[src/rtl/tsu_pkg.sv]
// Shared constants, detector state type and small helpers for the timestamp unit.
package tsu_pkg;

    localparam int unsigned NS_PER_SEC  = 1_000_000_000;
    localparam int unsigned RTC_W       = 80;
    localparam int unsigned RTC_NS_LSB  = 0;
    localparam int unsigned RTC_NS_W    = 32;
    localparam int unsigned RTC_SEC_LSB = 32;
    localparam int unsigned RTC_SEC_W   = 48;

    typedef enum logic [1:0] {
        StDisarmed,
        StIdle,
        StFrame
    } det_state_e;

    // Index of the earliest valid lane; 0 when no lane is set.
    function automatic logic [2:0] lowest_lane(input logic [7:0] ctrl);
        logic [2:0] idx;
        idx = '0;
        for (int i = 7; i >= 0; i--) begin
            if (ctrl[i]) idx = 3'(i);
        end
        return idx;
    endfunction

    // Queue entry width: {infor, 8'h00, stamp}.
    function automatic int unsigned q_width(input int unsigned info_w, input int unsigned ts_w);
        return info_w + 8 + ts_w;
    endfunction

endpackage

[src/rtl/tsu_sync_fifo.sv]
// Show-ahead synchronous FIFO with occupancy count and a drop-on-full indication.
module tsu_sync_fifo #(
    parameter int unsigned DEPTH = 16,
    parameter int unsigned WIDTH = 64
) (
    input  logic             clk,
    input  logic             rst,
    input  logic             push,
    input  logic [WIDTH-1:0] wr_data,
    input  logic             pop,
    output logic [WIDTH-1:0] rd_data,
    output logic [7:0]       count,
    output logic             full,
    output logic             empty,
    output logic             overflow
);

    localparam int unsigned AW = $clog2(DEPTH);
    localparam logic [AW:0] FULL_CNT = DEPTH[AW:0];

    logic [WIDTH-1:0] mem [DEPTH];
    logic [AW-1:0]    wr_ptr_q;
    logic [AW-1:0]    rd_ptr_q;
    logic [AW:0]      cnt_q;
    logic             do_push;
    logic             do_pop;

    assign empty    = (cnt_q == '0);
    assign full     = (cnt_q == FULL_CNT);
    assign do_pop   = pop & ~empty;
    // A pop in the same cycle frees the slot, so a full FIFO still accepts the push.
    assign do_push  = push & (~full | do_pop);
    assign overflow = push & ~do_push;
    assign rd_data  = empty ? '0 : mem[rd_ptr_q];

    // Zero-extend the occupancy to the fixed 8-bit status width.
    always_comb begin
        count = '0;
        count[AW:0] = cnt_q;
    end

    // Storage write; contents need no reset since reads are gated by empty.
    always_ff @(posedge clk) begin
        if (do_push) mem[wr_ptr_q] <= wr_data;
    end

    // Pointer and occupancy update.
    always_ff @(posedge clk) begin
        if (rst) begin
            wr_ptr_q <= '0;
            rd_ptr_q <= '0;
            cnt_q    <= '0;
        end else begin
            if (do_push) wr_ptr_q <= wr_ptr_q + AW'(1);
            if (do_pop)  rd_ptr_q <= rd_ptr_q + AW'(1);
            if (do_push && !do_pop)      cnt_q <= cnt_q + (AW + 1)'(1);
            else if (!do_push && do_pop) cnt_q <= cnt_q - (AW + 1)'(1);
        end
    end

endmodule

[src/rtl/tsu_mc_stamp.sv]
// Frame-start timestamp unit: SOF detector, two-stage stamp correction, pending stamp held
// until the parser verdict, and a queue of PTP stamps for the CPU reader.
module tsu_mc_stamp
    import tsu_pkg::*;
#(
    parameter int unsigned LANES   = 4,
    parameter int unsigned TS_W    = 36,
    parameter int unsigned INFO_W  = 20,
    parameter int unsigned DEPTH   = 16,
    parameter int unsigned LANE_NS = 2,
    parameter int unsigned CORR_NS = 0
) (
    input  logic                            clk,
    input  logic                            rst,
    input  logic                            enable,
    input  logic [LANES-1:0]                rx_ctrl,
    input  logic [8*LANES-1:0]              rx_data,
    input  logic [RTC_W-1:0]                rtc_time_in,
    input  logic                            ptp_valid,
    input  logic                            ptp_found,
    input  logic [INFO_W-1:0]               ptp_infor,
    input  logic                            q_rd_en,
    output logic [q_width(INFO_W, TS_W)-1:0] q_rd_data,
    output logic [7:0]                      q_rd_stat,
    output logic                            q_empty,
    output logic                            q_full,
    output logic [15:0]                     ovf_cnt,
    output logic [15:0]                     lost_cnt
);

    localparam int unsigned Q_W = q_width(INFO_W, TS_W);

    det_state_e       state_q, state_d;
    logic             sof;
    logic [7:0]       ctrl_ext;
    logic             s1_v_q;
    logic [RTC_W-1:0] s1_time_q;
    logic [2:0]       s1_lane_q;
    logic [33:0]      ns_sum;
    logic [33:0]      ns_adj;
    logic [47:0]      sec_adj;
    logic [TS_W-1:0]  stamp;
    logic             pend_v_q;
    logic [TS_W-1:0]  pend_ts_q;
    logic             s2_load;
    logic             push;
    logic             lost_inc;
    logic             fifo_ovf;
    logic [Q_W-1:0]   push_data;
    logic             unused_bits;

    // rx_data is only a debug tap; the top two ns bits are always zero after correction.
    assign unused_bits = ^{rx_data, ns_adj[33:32]};

    always_comb begin
        ctrl_ext = '0;
        ctrl_ext[LANES-1:0] = rx_ctrl;
    end

    // Detector state register; reset disarms so a frame in flight cannot produce an SOF.
    always_ff @(posedge clk) begin
        if (rst) state_q <= StDisarmed;
        else     state_q <= state_d;
    end

    // Detector next state.
    always_comb begin
        state_d = state_q;
        unique case (state_q)
            StDisarmed: if (rx_ctrl == '0) state_d = StIdle;
            StIdle:     if (|rx_ctrl) state_d = StFrame;
            StFrame:    if (!(&rx_ctrl)) state_d = StIdle;
            default:    state_d = StDisarmed;
        endcase
    end

    // Detector output: SOF on the first active beat after an idle gap.
    always_comb begin
        sof = (state_q == StIdle) && (|rx_ctrl);
    end

    // Stage 1: capture RTC and SOF lane of the start beat.
    always_ff @(posedge clk) begin
        if (rst) begin
            s1_v_q    <= 1'b0;
            s1_time_q <= '0;
            s1_lane_q <= '0;
        end else begin
            s1_v_q <= sof & enable;
            if (sof) begin
                s1_time_q <= rtc_time_in;
                s1_lane_q <= lowest_lane(ctrl_ext);
            end
        end
    end

    // Stage 2 arithmetic: lane and static correction with a single ns-to-sec carry.
    always_comb begin
        ns_sum  = 34'(s1_time_q[RTC_NS_LSB +: RTC_NS_W]) + 34'(s1_lane_q) * 34'(LANE_NS)
                + 34'(CORR_NS);
        ns_adj  = ns_sum;
        sec_adj = s1_time_q[RTC_SEC_LSB +: RTC_SEC_W];
        if (ns_sum >= 34'(NS_PER_SEC)) begin
            ns_adj  = ns_sum - 34'(NS_PER_SEC);
            sec_adj = sec_adj + 48'd1;
        end
        stamp = TS_W'({sec_adj, ns_adj[31:0]});
    end

    assign s2_load   = s1_v_q;
    // The verdict always judges the stamp held before any same-cycle load.
    assign push      = ptp_valid & ptp_found & pend_v_q;
    assign lost_inc  = s2_load & pend_v_q & ~ptp_valid;
    assign push_data = {ptp_infor, 8'h00, pend_ts_q};

    // Pending stamp: a stage 2 load wins over the verdict clearing it.
    always_ff @(posedge clk) begin
        if (rst) begin
            pend_v_q  <= 1'b0;
            pend_ts_q <= '0;
        end else if (s2_load) begin
            pend_v_q  <= 1'b1;
            pend_ts_q <= stamp;
        end else if (ptp_valid) begin
            pend_v_q  <= 1'b0;
        end
    end

    // Saturating loss and overflow counters.
    always_ff @(posedge clk) begin
        if (rst) begin
            lost_cnt <= '0;
            ovf_cnt  <= '0;
        end else begin
            if (lost_inc && lost_cnt != 16'hFFFF) lost_cnt <= lost_cnt + 16'd1;
            if (fifo_ovf && ovf_cnt != 16'hFFFF)  ovf_cnt  <= ovf_cnt + 16'd1;
        end
    end

    tsu_sync_fifo #(
        .DEPTH (DEPTH),
        .WIDTH (Q_W)
    ) u_fifo (
        .clk      (clk),
        .rst      (rst),
        .push     (push),
        .wr_data  (push_data),
        .pop      (q_rd_en),
        .rd_data  (q_rd_data),
        .count    (q_rd_stat),
        .full     (q_full),
        .empty    (q_empty),
        .overflow (fifo_ovf)
    );

endmodule

[config.mk]
export PLATFORM = sky130hd
export DESIGN_NAME = tsu_mc_stamp
export DESIGN_NICKNAME = d
export VERILOG_FILES = /design/src/rtl/tsu_pkg.sv /design/src/rtl/tsu_sync_fifo.sv /design/src/rtl/tsu_mc_stamp.sv
export SDC_FILE = /design/constraint.sdc
export NUM_CORES = 1
export LEC_CHECK = 0
export ABC_AREA = 1
export CORE_MARGIN = 2
export CORE_UTILIZATION = 40
export DETAILED_ROUTE_END_ITERATION = 10
export SYNTH_ARGS = -nofsm -noshare
export SYNTH_HDL_FRONTEND = slang
export SYNTH_SLANG_ARGS = --single-unit
[constraint.sdc]
create_clock -name clk -period 4.4 [get_ports clk]
set_input_delay 0.44 -clock clk [delete_from_list [all_inputs] [get_ports clk]]
set_output_delay 0.44 -clock clk [all_outputs]
set_load 0.005 [all_outputs]
Word-level counts from Yosys, hierarchy flattened
Memory sizes are Yosys's and may differ from the RTL's. A register that Yosys moved wholly into a read port is not among the register bits.
Cells that the tools add are included.
{"block": "totals", "regBits": 124, "mem_bits_rw": 896, "inputBits": 142, "output_inout_bits": 106, "wordCells": 77, "n_memories": 1}
{"block": "op_classes", "addsub": 9, "order_cmp": 1, "eq_ne": 8, "muxes": 19, "n_bitwise": 13, "reduce_logical": 15}
{"name": "u_fifo.mem", "words": 16, "width": 56, "rd": 1, "rd_ports_with_merged_regs": 1, "wr": 1, "line": "tsu_sync_fifo.sv:21", "source": "logic [WIDTH-1:0] mem [DEPTH];"}
{"op": "two-way mux 64 bit", "count": 1}
{"op": "adder 32 x 4 -> 33 bit", "count": 1}
{"op": ">= comparator 33 x 30 -> 1 bit, second input constant", "count": 1}
{"op": "adder 16 x 1 -> 16 bit, second input constant", "count": 2}
{"op": "two-way mux 32 bit", "count": 1}
{"op": "inequality test 16 bit, second input constant", "count": 2}
{"op": "subtractor 32 x 30 -> 32 bit, second input constant", "count": 1}
{"op": "adder 4 x 1 -> 4 bit, second input constant", "count": 3}
{"op": "two-way mux 4 bit", "count": 3}
{"op": "two-way mux 5 bit", "count": 2}
{"op": "two-way mux 3 bit", "count": 3}
{"op": "AND 1 bit", "count": 8}
{"op": "two-way mux 2 bit", "count": 4}
{"op": "case mux 2 bit (3 select lines)", "count": 1}
{"op": "adder 5 x 1 -> 5 bit, second input constant", "count": 1}
{"op": "== test 5 bit, second input constant", "count": 1}
{"op": "logical AND 1 bit", "count": 5}
{"op": "zero test 5 bit", "count": 1}
{"op": "subtractor 5 x 1 -> 5 bit, second input constant", "count": 1}
{"op": "zero test 4 bit", "count": 1}
{"op": "two-way mux 1 bit", "count": 4}
{"op": "inequality test 2 bit, second input constant", "count": 2}
{"op": "inverter 1 bit", "count": 4}
{"op": "AND reduction 4 bit", "count": 1}
{"op": "9 further kinds", "count": 11}

Logic depth before layout (Yosys ltp)
Gate-level depths: netlist of the first run.
{"block": "depth", "ltp_word": 9, "ltp_mapped": 24, "ltp_nobuf": 23}

Modules after synthesis
From an unflattened synthesis of the first run, not the netlist that was laid out.
{"block": "unflattened", "cells_unflattened": 5204, "area_unflattened_um2": 50702.4}
{"module": "tsu_sync_fifo", "n_inst": 1, "cells_per_inst": 4132, "area_each_um2": 44134.8, "seq_area_each_um2": 31089.8}
{"module": "tsu_mc_stamp", "n_inst": 1, "cells_per_inst": 1072, "area_each_um2": 6567.5, "seq_area_each_um2": 2202.1}

Worst setup path before layout of the first run
No wires, ideal clock.
{"block": "synth_path", "path_kind": "register to register", "startpoint": "register u_fifo.cnt_q[1]", "endpoint": "memory u_fifo.mem[11][0] in the netlist's numbering, enable pin", "setup_ns": 0.470, "arrival_ns": 3.439, "required_time_ns": 3.930, "path_slack_ns": 0.491, "stages_incl_launch_ff": 7, "path_buffers": 0, "period_less_slack_ns": 3.909, "path_cell_list": "dfxtp_1 nor2_1 nand3_1 nor3_1 nor2_1 nand2_1 nor2_1"}
{"block": "synth_via", "elab_chain_len": 7, "word_cells_on_any_way": 9, "classes_between": "eq/ne: 1; mux: 2; bitwise: 5; reduce/logical: 1"}
{"element": "from (decl)", "line": "tsu_sync_fifo.sv:24", "source": "logic [AW:0] cnt_q;"}
{"element": "from (signal assigned)", "line": "tsu_sync_fifo.sv:56", "source": "if (do_push && !do_pop) cnt_q <= cnt_q + (AW + 1)'(1);"}
{"element": "from (signal assigned)", "line": "tsu_sync_fifo.sv:57", "source": "else if (!do_push && do_pop) cnt_q <= cnt_q - (AW + 1)'(1);"}
{"element": "zero test 5 bit", "line": "tsu_sync_fifo.sv:28", "source": "assign empty = (cnt_q == '0);"}
{"element": "inverter 1 bit", "line": "tsu_sync_fifo.sv:30", "source": "assign do_pop = pop & ~empty;"}
{"element": "AND 1 bit", "line": "tsu_sync_fifo.sv:30"}
{"element": "bitwise OR 1 bit (*)", "line": "tsu_sync_fifo.sv:32", "source": "assign do_push = push & (~full | do_pop);"}
{"element": "AND 1 bit (*)", "line": "tsu_sync_fifo.sv:32"}
{"element": "via u_fifo.do_push", "line": "tsu_sync_fifo.sv:25", "source": "logic do_push;"}
{"element": "two-way mux 1 bit (*)", "line": "tsu_sync_fifo.sv:44", "source": "if (do_push) mem[wr_ptr_q] <= wr_data;"}
{"element": "two-way mux 1 bit (not written as such) (*)", "line": "tsu_sync_fifo.sv:44"}
{"element": "to (decl)", "line": "tsu_sync_fifo.sv:21"}
The timed path passes the listed nets; every way through them passes the cells marked *.

==> impl_metrics.toml, run 1 <==
[synth]
yosys_warnings = 0
synthesis.area_um2 = 42000
synth.distinct_cells = 48
synth_area_leaders = "edfxtp_1 (64%), o21ai_0 (6.2%), dfxtp_1 (6.1%)"
synth_edf_count = 896
syn_avg_cell_area_um2 = 11.6
synth-seq-area-share_pct = 70.1
netlist_instances = 3609
netlist.area_leader.share_pct = 64.1
ys_seq_elements = 1023
synth_top_area_cell = "edfxtp_1"
ys_top_cells_by_count = "edfxtp_1 (896), nor2_1 (634), o21ai_0 (522), nand2_1 (326), clkbuf_1 (212)"
ys_async_sr_fraction_pct = 0
yosys.cell_count.top_type = "edfxtp_1"
ys_dominant_reg_cell = "edfxtp_1"

[setup_path]
end_kind = "primary output"
cpLargestDelayFamily = "buffers and inverters"
crit_type = "flip-flop to primary output"
cp_num_buf_inv = 3
crit_chain = "inv_8, buf_4, o21ai_0, o221ai_1, nand3_1, a21oi_1, clkdlybuf4s50_1"
cp.required_ns = 3.96
slowest_delay_ns = 0.59
path_max_fanout = 115
slowest_stage = "clkdlybuf4s50_1"
cp-start-kind = "flip-flop"
arrival_ns = 3.65

[routing]
wl_um = 110000
avgRoutedWirePerCell_um = 21.1
drt-pass1-iter-count = 6
ant_nets = 0
num_vias = 28400
drt_first_iter_violations = 2661
drc_errors = 0
routed_via_density = 5.47

[layout]
layout-drive-gt1-share_pct = 7.58
nets = 3881
finalCoreUtilization_pct = 47.0
area_growth_pct = 16.2

[global_route]
gr-total-overflow = 0
grt_pass1_vias = 27200
grt_max_degree = 197
grt_use_total_pct = 20.1
antenna_found_initial = 4
grt_pass1_wl_um = 165000

[sta]
tightest_slew_ns = 0.992
max_freq_mhz = 245
period_share_pct = 92.8
rsz0062_at_grt = "false"
final_max_slew_viol_count = 0
clock_skew_ns = 0.0466
final.setup.tns_ns = 0
finalHoldViolCount = 0
setup-violations-final = 0
slew_headroom_pct = 33.6
finalCriticalPeriod_ns = 4.09

[die]
start_util_pct = 40.5
rows = 118
die_width_um = 328
fp.dieArea_um2 = 108000
fp.dieH_um = 328
coreArea_um2 = 104000
ios = 248

[placement]
io_buffers = 160
gp_congestion = 0.922
dp_hpwl_um = 58200

[clock_network]
hold_buffers = 0
cts_setup_buffers = 0
clkSinkCount = 1023
clk_path_buf_depth = 3
cts_tree = "built"
root_buffer = "clkbuf_16"
clk_pin_slew_ns = 0.06
clk_latency_ns = 0.70
numCtsBuffers = 105
post_cts_resized = 0
cts_max_level = 3

[power_and_ir_drop]
power_switching_mw = 7.42
internal_power_mw = 17.6
powerDensity_nw_per_um2 = 513
p_leak_nw = 16.1
seq_power_share_pct = 42.5
comb_power_share_pct = 22.6
clockPowerShare_pct = 34.9
peakVddDrop_uv = 493
switching_share_pct = 29.6

[run]
drv_cap = 0

[run_status]
outcome = "finished clean"

[hold_path]
hp-class = "input pin to flip-flop"
==> layout make-up <==
cell class              count  area (µm²)
clock buffers             129        2800
diodes                      1        2.50
repair buffers            233        2430
fillers                  9315       55000
inverters                 165         634
clock inverters            68         619
flip-flops and latches   1023       29500
well taps                1380        1730
multi-input cells        2194       11100
==> through the flow <==
| step | setup slack (ns) | power (mW) | cell area, µm² | instances | hold slack (ns) |
|---|---|---|---|---|---|
| global route | 0.0949 | 26.2 | 48800 | 5192 | 0.329 |
| CTS | 0.281 | 25.3 | 48800 | 5192 | 0.287 |
| detailed placement | 0.757 | 16.5 | 45400 | 4995 | 0.466 |
| floorplan | 0.491 | 14.0 | 42000 | 3619 | 0.445 |
| global placement | 0.800 | 16.5 | 45400 | 4995 | 0.457 |
| finish | 0.315 | 25.0 | 48800 | 5193 | 0.338 |
==> power groups by stage <==
stage | Clock (mW) | Combinational [mW] | Sequential, mW
after global placement | 0 | 5.66 | 10.8
after floorplan | 0 | 3.25 | 10.8
final | 8.74 | 5.65 | 10.6
after detailed placement | 0 | 5.70 | 10.8
after global routing | 9.28 | 6.26 | 10.6
after CTS | 8.92 | 5.73 | 10.6
==> routing by layer <==
metal	GRT usage (%)	wire, µm	vias up
li1	-	-	13400
met1	27.6	48800	13900
met2	33.3	51900	860
met3	3.03	6270	196
met4	5.65	2720	4
met5	0	21	-
==> layout by cell type, fill, tap and decap left out, types with 3 or more instances in the layout <==
| cell | netlist | layout |
|---|---|---|
| edfxtp_1 | 896 | 896 |
| nor2_1 | 634 | 617 |
| o21ai_0 | 522 | 522 |
| nand2_1 | 326 | 325 |
| clkdlybuf4s50_1 | 0 | 159 |
| inv_1 | 159 | 156 |
| o221ai_1 | 154 | 154 |
| nand3_1 | 138 | 138 |
| a21oi_1 | 135 | 135 |
| dfxtp_1 | 127 | 122 |
| clkbuf_16 | 0 | 106 |
| o211ai_1 | 75 | 75 |
| o22ai_1 | 70 | 70 |
| buf_4 | 11 | 50 |
| clkinv_2 | 0 | 27 |
| nand4_1 | 25 | 25 |
| clkinv_1 | 2 | 24 |
| buf_12 | 0 | 23 |
| nor2_4 | 4 | 21 |
| nor3_1 | 17 | 17 |
| clkbuf_1 | 212 | 17 |
| ha_1 | 15 | 15 |
| xor2_1 | 12 | 12 |
| conb_1 | 1 | 11 |
| nand2_2 | 8 | 9 |
| nor2_2 | 8 | 8 |
| bufinv_16 | 0 | 8 |
| o21a_1 | 6 | 6 |
| clkbuf_8 | 0 | 6 |
| clkinvlp_4 | 0 | 5 |
| inv_2 | 4 | 4 |
| xnor2_1 | 4 | 4 |
| dfxtp_4 | 0 | 4 |
| a211oi_1 | 3 | 3 |
| nor4_1 | 3 | 3 |
==> worst paths after layout <==
kind	slack, ns	cells past startpoint	from	to
worst max-delay path	0.31	7	flip-flop	q_rd_data[61]
worst min-delay path	0.34	3	enable	s1_v_q
worst max register to register	0.77	21	s1_time_q[1]	pend_ts_q[17]
worst min register to register	0.48	2	s1_time_q[1]	s1_time_q[1]
==> sequential cells by signal (all words and copies together) (netlist names), 4 cells and up, named ones only <==
register and cells:
ovf_cnt 16, u_fifo.wr_ptr_q 4, u_fifo.cnt_q 5, pend_ts_q 36
s1_time_q 36, u_fifo.rd_ptr_q 4, u_fifo.mem 896, lost_cnt 16
==> worst min-delay path: cells and delay by family <==
family,cells,cell delay [ns]
simple gates,2,0.11
buf+inv,1,0.40
==> kinds of logic after synthesis <==
family,synth area share (%)
and+or+nand+nor,11.4
adders and majority gates,0.542
xor gates and xnor gates,0.411
other,0.00893
AOI/OAI and AO/OA,13.7
DFF,70.1
buffers and inverters,3.77
No activity file was read; power rests on OpenSTA's default activity.
==> inputs of run 2 (changes only) <==
CORE_MARGIN = 4   (was 2)
REMOVE_ABC_BUFFERS = 1   (was unset)
==> run 2 against run 1 <==
  * Setup slack got worse by 0.0046 ns
  * Sequential power about the same
  * Global-route usage decreased by 0.37 points
  * Via count increased by 0.54%
  * Critical endpoint is now q_rd_data[34]
  * Clock skew decreased by 0.011 ns
==> impl_metrics.toml, run 2 (synthesized netlist as in run 1, its figures left out) <==
[run_status]
outcome = "finished clean"

[routing]
wl_um = 112000
drt_first_iter_violations = 2577
routed_via_density = 5.50
drt-met1-wl_um = 50200
wl_met3_um = 6500
met2RoutedLength_um = 52900
drc_errors = 0
num_vias = 28500
avgRoutedWirePerCell_um = 21.6
drt-pass1-iter-count = 6
ant_nets = 0
highest_layer = "met4"

[global_route]
grt_max_degree = 130
grt_pass1_wl_um = 170000
gr-total-overflow = 0
antenna_found_initial = 1
grt_use_total_pct = 19.8
grt_pass1_vias = 27600

[clock_network]
clk_latency_ns = 0.68
cts_tree = "built"
cts_setup_buffers = 0
clk_pin_slew_ns = 0.06
cts_max_level = 3
root_buffer = "clkbuf_16"
post_cts_resized = 0
numCtsBuffers = 107
clk_path_buf_depth = 3
clkSinkCount = 1023
hold_buffers = 0

[layout]
multi_input_area_um2 = 11100
diodes = 0
largest_register = "u_fifo.mem"
layout_commonest_cell = "edfxtp_1"
nFillCells = 9402
largest_reg_flops = 896
area_growth_pct = 16.0
finalCoreUtilization_pct = 46.9
seq_area_um2 = 29500
nets = 3882
final_cell_mix = "edfxtp_1 (896), nor2_1 (617), o21ai_0 (522)"
reg_top3 = "u_fifo.mem x896, pend_ts_q x36, s1_time_q x36"
layout-drive-gt1-share_pct = 7.16

[sta]
finalHoldViolCount = 0
max_freq_mhz = 245
slew_headroom_pct = 24.1
clock_skew_ns = 0.0359
rsz0062_at_grt = "false"
setup-violations-final = 0
period_share_pct = 92.9
finalCriticalPeriod_ns = 4.09
final_max_slew_viol_count = 0
tightest_slew_ns = 1.14

[die]
rows = 118
ios = 248
die_width_um = 332
start_util_pct = 40.4
coreArea_um2 = 104000
fp.dieH_um = 332
fp.dieArea_um2 = 110000

[power_and_ir_drop]
powerDensity_nw_per_um2 = 509
p_total_mw = 24.8
p_leak_nw = 16.0
peakVddDrop_uv = 413

[placement]
gp_congestion = 0.891
io_buffers = 160
dp_hpwl_um = 60200

[setup_path]
end_kind = "primary output"
cp-start-kind = "flip-flop"
path_max_fanout = 28
arrival_ns = 3.65
cp.required_ns = 3.96
crit_type = "flip-flop to primary output"

[run]
drv_cap = 0

[hold_path]
hp-class = "input pin to flip-flop"
-- run 2: cell types whose count changed in the layout (fill, tap and decap cells not counted), sizes merged --
cell	delta
clkinvlp	+1
clkinv	-10
buf	-1
diode	-1
bufinv	-6
inv	-1
clkbuf	+17
-- run 2: final cells by class --
type | count | share of cell area (%)
Tap cell | 1380 | 3.54
Clock buffer | 146 | 5.98
Timing Repair Buffer | 232 | 5.13
Inverter | 165 | 1.30
Clock inverter | 52 | 0.734
Sequential cell | 1023 | 60.5
Multi-Input combinational cell | 2194 | 22.9
-- run 2: report_power, final --
| group | total, mW | switching [mW] | internal (mW) |
|---|---|---|---|
| clock | 8.43 | 3.67 | 4.75 |
| combinational | 5.71 | 3.59 | 2.12 |
| sequential | 10.6 | 0.133 | 10.5 |
| total | 24.8 | 7.40 | 17.4 |
-- run 2: final timing paths --
check                 start            end  slack, ns  depth (start not counted)
max               flip-flop  q_rd_data[34]       0.31                          6
min          rtc_time_in[1]   s1_time_q[1]       0.38                          3
max reg2reg    s1_time_q[1]  pend_ts_q[12]       0.82                         21
min reg2reg    s1_time_q[1]   s1_time_q[1]       0.47                          2
-- run 2: worst max-delay path, stage by stage (launching register included) --
cell             delay, ns
dfxtp_4               0.50
clkinv_2              0.67
buf_4                 0.48
o221ai_1              0.12
o211ai_1              0.12
a21oi_1               0.48
clkdlybuf4s50_1       0.62
-- run 2: metrics by stage --
| stage | instance area, µm² | worst slack, ns | TNS, ns | hold WS (ns) | std cells |
|---|---|---|---|---|---|
| 2_1_floorplan | 41100 | -12.64 | -705.68 | 0.439 | 3382 |
| 3_3_place_gp | 45500 | 0.805 | 0 | 0.456 | 4994 |
| 3_5_place_dp | 45500 | 0.769 | 0 | 0.458 | 4994 |
| 4_1_cts | 48700 | 0.269 | 0 | 0.332 | 5192 |
| 5_1_grt | 48700 | 0.165 | 0 | 0.364 | 5192 |
| 6_report | 48700 | 0.310 | 0 | 0.380 | 5192 |
-- run 2: metal layers --
layer / global-route usage (%) / vias up
met1: 27.5 / 14100
met5: 0 / -
met4: 5.66 / 0
met2: 32.4 / 883
li1: - / 13400
met3: 2.88 / 158
